[src/rtl/countdown_timer.sv]
// ---------------------------------------------------------------------------
// countdown_timer
//
// BCD M:SS countdown timer (0:00 .. 9:59) feeding the three-digit 7-segment
// decoder stage. A preset is loaded, then decremented once per `tick` pulse
// while in RUN. Supports load / start / stop (pause) / clear and emits a
// one-cycle `done` pulse when the count reaches 0:00 from RUN.
//
// Ports
//   clk          in   system clock, rising edge
//   rst_n        in   asynchronous active-low reset
//   tick         in   one-clk-wide 1 Hz enable
//   load         in   load preset digits (ignored in RUN)
//   start        in   begin / resume counting (IDLE or PAUSE, count != 0:00)
//   stop         in   pause counting (RUN only)
//   clear        in   synchronous clear to 0:00 / IDLE
//   min_in       in   [3:0] preset minutes, BCD (clamped to 9)
//   sec_tens_in  in   [3:0] preset tens of seconds, BCD (clamped to 5)
//   sec_ones_in  in   [3:0] preset ones of seconds, BCD (clamped to 9)
//   min          out  [3:0] current minutes digit
//   sec_tens     out  [3:0] current tens-of-seconds digit
//   sec_ones     out  [3:0] current ones-of-seconds digit
//   running      out  high while in RUN (registered)
//   done         out  one-cycle pulse on reaching 0:00 from RUN (registered)
//
// Control priority in one cycle: clear > load > stop > start > tick.
// ---------------------------------------------------------------------------
module countdown_timer (
    input  logic       clk,
    input  logic       rst_n,
    input  logic       tick,
    input  logic       load,
    input  logic       start,
    input  logic       stop,
    input  logic       clear,
    input  logic [3:0] min_in,
    input  logic [3:0] sec_tens_in,
    input  logic [3:0] sec_ones_in,
    output logic [3:0] min,
    output logic [3:0] sec_tens,
    output logic [3:0] sec_ones,
    output logic       running,
    output logic       done
);

    typedef enum logic [1:0] {
        IDLE  = 2'd0,
        RUN   = 2'd1,
        PAUSE = 2'd2,
        DONE  = 2'd3
    } state_t;

    state_t     state, state_nxt;
    logic [3:0] min_nxt, tens_nxt, ones_nxt;
    logic       done_nxt;

    // Decremented value of the current count, computed unconditionally and
    // selected in the next-state logic only when a tick is accepted.
    logic [3:0] min_dec, tens_dec, ones_dec;
    logic       dec_hits_zero;
    logic       count_is_zero;
    logic       any_ctrl;

    // Clamp a BCD preset digit to its legal maximum.
    function automatic logic [3:0] clamp(input logic [3:0] d, input logic [3:0] lim);
        return (d > lim) ? lim : d;
    endfunction

    assign count_is_zero = (min == 4'd0) && (sec_tens == 4'd0) && (sec_ones == 4'd0);

    // Any asserted higher-priority control masks the tick, even if that
    // control itself is ignored in the current state.
    assign any_ctrl = clear | load | stop | start;

    // BCD borrow chain. RUN is never entered or held at 0:00, so the minute
    // borrow cannot underflow.
    always_comb begin
        min_dec  = min;
        tens_dec = sec_tens;
        ones_dec = sec_ones;
        if (sec_ones != 4'd0) begin
            ones_dec = sec_ones - 4'd1;
        end else begin
            ones_dec = 4'd9;
            if (sec_tens != 4'd0) begin
                tens_dec = sec_tens - 4'd1;
            end else begin
                tens_dec = 4'd5;
                min_dec  = (min != 4'd0) ? (min - 4'd1) : 4'd0;
            end
        end
    end

    assign dec_hits_zero = (min == 4'd0) && (sec_tens == 4'd0) && (sec_ones == 4'd1);

    // Next-state / next-digit logic.
    always_comb begin
        state_nxt = state;
        min_nxt   = min;
        tens_nxt  = sec_tens;
        ones_nxt  = sec_ones;
        done_nxt  = 1'b0;

        if (clear) begin
            state_nxt = IDLE;
            min_nxt   = 4'd0;
            tens_nxt  = 4'd0;
            ones_nxt  = 4'd0;
        end else if (load && state != RUN) begin
            state_nxt = IDLE;
            min_nxt   = clamp(min_in, 4'd9);
            tens_nxt  = clamp(sec_tens_in, 4'd5);
            ones_nxt  = clamp(sec_ones_in, 4'd9);
        end else if (stop && state == RUN) begin
            state_nxt = PAUSE;
        end else if (start && (state == IDLE || state == PAUSE)) begin
            if (!count_is_zero) begin
                state_nxt = RUN;
            end
        end else if (tick && !any_ctrl && state == RUN) begin
            min_nxt  = min_dec;
            tens_nxt = tens_dec;
            ones_nxt = ones_dec;
            if (dec_hits_zero) begin
                state_nxt = DONE;
                done_nxt  = 1'b1;
            end
        end
    end

    // State, digit and flag registers. `running` decodes the next state so it
    // lines up with the registered state rather than lagging it by a cycle.
    always_ff @(posedge clk or negedge rst_n) begin
        if (!rst_n) begin
            state    <= IDLE;
            min      <= 4'd0;
            sec_tens <= 4'd0;
            sec_ones <= 4'd0;
            running  <= 1'b0;
            done     <= 1'b0;
        end else begin
            state    <= state_nxt;
            min      <= min_nxt;
            sec_tens <= tens_nxt;
            sec_ones <= ones_nxt;
            running  <= (state_nxt == RUN);
            done     <= done_nxt;
        end
    end

endmodule

[config.mk]
export PLATFORM = sky130hd
export DESIGN_NAME = countdown_timer
export DESIGN_NICKNAME = d
export VERILOG_FILES = /design/src/rtl/countdown_timer.sv
export SDC_FILE = /design/constraint.sdc
export NUM_CORES = 1
export LEC_CHECK = 0
export BUFFER_PORTS_ARGS = -buffer_cell sky130_fd_sc_hd__buf_2
export CORE_ASPECT_RATIO = 0.7
export CORE_MARGIN = 10
export CORE_UTILIZATION = 50
export DETAILED_ROUTE_END_ITERATION = 10
export PLACE_DENSITY = 0.81
export REMOVE_ABC_BUFFERS = 1
export SYNTH_ARGS = -nofsm -noshare
export SYNTH_HDL_FRONTEND = slang
export SYNTH_SLANG_ARGS = --single-unit
[constraint.sdc]
create_clock -name clk -period 2.35 [get_ports clk]
set_input_delay 0.47 -clock clk [delete_from_list [all_inputs] [get_ports clk]]
set_output_delay 0.47 -clock clk [all_outputs]
set_load 0.01 [all_outputs]
==> flow_summary.ini <==
[sta]
finalCriticalPeriod_ns = 1.93
fin_ws_ns = 0.417
slew_headroom = 0.688
fmax_mhz = 517
hold_violations = 0
worst_pin_slew_ns = 0.467
maxSlewViolCount = 0
rsz0062_at_grt = false
fin_crit_sh = 0.823
setup_tns_ns = 0
finalSetupViolCount = 0
finClkSkew_ns = 0.00331

[global_routing]
met3_usage = 0.0494
grt_max_degree = 17
met1_usage = 0.157
grt_pass1_wl_um = 4860
grt_pass1_vias = 1057
met2_usage = 0.205
grt_overflow_total = 0
grt_util_all_layers = 0.130
antenna_found_initial = 0
top_usage_layer = met2

[route]
ant_nets = 0
drt_pass1_iterations = 4
remaining_drc_errors = 0
finalWirelength_um = 3040
vias = 1023
wl_per_cell_um = 16.5
drtIter0Drc = 48
viasPerCell = 5.56

[yosys]
post_synth.cell_area_avg_um2 = 9.70
synth_commonest_cells = dfrtp_1, inv_1, a21oi_1
yosysSeqAreaShare = 0.350
synth_edf_count = 0
ys_async_sr_fraction = 1.00
yosysTopAreaCellShare = 0.350
synth_most_common_cell = dfrtp_1
synth_flop_cell = dfrtp_1
syn_inst = 118
synthDistinctLibCells = 42
ys_warn_count = 0
synth_top_area_cell = dfrtp_1
synth_seq_cells = 16
ys_top_cells_by_area = dfrtp_1, ha_1, inv_1
syn-cell-area_um2 = 1140

[clocking]
insertion_delay_ns = 0.30
holdBufCountCts = 0
clock_sinks = 16
cts_root_buf = clkbuf_4
clockBufferDepth = 2
cts_buffers = 3
htree_levels = 1
cts_tree = done
clk_pin_slew_ns = 0.09
post_cts_buffers = 0
postCtsResizedCells = 0

[worst_setup_path]
cp-start-kind = flop
critPathArrivalTime_ns = 2.15
path_class = reg -> reg
endpoint_kind = flop
cp_max_fo = 6
worstPathRequired_ns = 2.56

[run]
drv_cap = 0

[final_layout]
fin_cells = 184
final_util = 0.626
syn_to_final_growth_pct = 18.8
drive_above_1_share = 0.309
n_antenna_cell = 0
fin_nets = 177
fin_area_um2 = 1360

[floorplan]
rows = 14
core_area_um2 = 2170
die_h_um = 60.0
pin_count = 33
start_util = 0.527
dieArea_um2 = 4630
die_w_um = 77.2

[placement]
place_congestion = 0.862
dp.cells = 180
post-dp-hpwl_um = 2410
dp_slack_ns = 0.349
placed_area_um2 = 1320
io_buffers = 32

[hold_path]
min_path_type = in -> async

[power]
p_leak_nw = 0.659
powerDensity_nw_per_um2 = 522
ir_drop_mv = 0.319

[status]
status = finished clean
-- per-layer routing --
metal | wire [µm] | share of wire
met2 | 1360 | 0.45
met3 | 221 | 0.073
met1 | 1410 | 0.46
met5 | 0 | 0
met4 | 51 | 0.017
-- worst max-delay path, stage by stage (launching register included) --
cell      delay, ns
dfrtp_1        0.40
inv_1          0.10
ha_1           0.20
nor3b_4        0.37
nand4_4        0.18
or3_1          0.36
a311oi_2       0.24
-- where the power goes --
| group | switching [mW] | internal [mW] | leakage [nW] |
|---|---|---|---|
| sequential | 0.0238 | 0.291 | 0.215 |
| clock | 0.0942 | 0.0948 | 0.0210 |
| combinational | 0.113 | 0.0919 | 0.423 |
| total | 0.231 | 0.478 | 0.659 |
-- cell type report --
cell class / count / area (µm²)
flip-flops and latches: 16 / 400
inverters: 11 / 41.3
multi-input cells: 88 / 674
clock buffers: 4 / 36.3
fillers: 202 / 812
repair buffers: 33 / 168
well taps: 32 / 40.0
-- cell usage in the layout, fill, tap and decap left out, types with 2 or more instances in the layout --
master / instances
a32o_1: 2
a22o_1: 3
and2_2: 2
nor2_1: 6
mux2i_1: 3
buf_2: 32
inv_1: 11
a21oi_1: 8
nand2b_1: 2
o21ai_0: 4
nand2_1: 5
xor2_1: 2
nand4b_1: 3
clkbuf_4: 3
o211ai_1: 3
a211oi_1: 3
nor3_1: 6
nand4_1: 3
or3_1: 3
nor3b_4: 2
nand3_1: 5
dfrtp_1: 16
ha_1: 5
-- sequential cells by signal, indices dropped and copies added, names as in the netlist --
name / flops
done: 1
sec_tens: 4
state: 2
min: 4
running: 1
sec_ones: 4
-- per-stage QoR --
| stage | hold WS, ns | power (mW) |
|---|---|---|
| floorplan | 0.174 | 0.443 |
| global placement | 0.397 | 0.517 |
| detailed placement | 0.401 | 0.525 |
| CTS | 0.0687 | 0.713 |
| global route | 0.0795 | 0.750 |
| finish | 0.0674 | 0.709 |
-- cells by family after synthesis --
kind of cell | count (synthesis) | synth area share
and+or+nand+nor | 45 | 0.280
AOI/OAI and AO/OA | 33 | 0.213
DFF | 16 | 0.350
buffers and inverters | 14 | 0.0612
adders and majority gates | 5 | 0.0546
muxes | 3 | 0.0262
xor gates and xnor gates | 2 | 0.0153
-- path summary, 6_finish.rpt --
| check | startpoint | to | slack (ns) | cells after the start |
|---|---|---|---|---|
| worst min-delay path | rst_n | min[3] | 0.07 | 1 |
| worst max register to register | sec_tens[0] | min[0] | 0.42 | 6 |
| worst max-delay path | sec_tens[0] | min[0] | 0.42 | 6 |
| max in group asynchronous | rst_n | done | 2.02 | 1 |
| worst min register to register | sec_ones[1] | sec_ones[1] | 0.61 | 1 |
| min in group clk | min_in[3] | min[3] | 0.46 | 3 |
No activity file was read; power rests on OpenSTA's default activity.
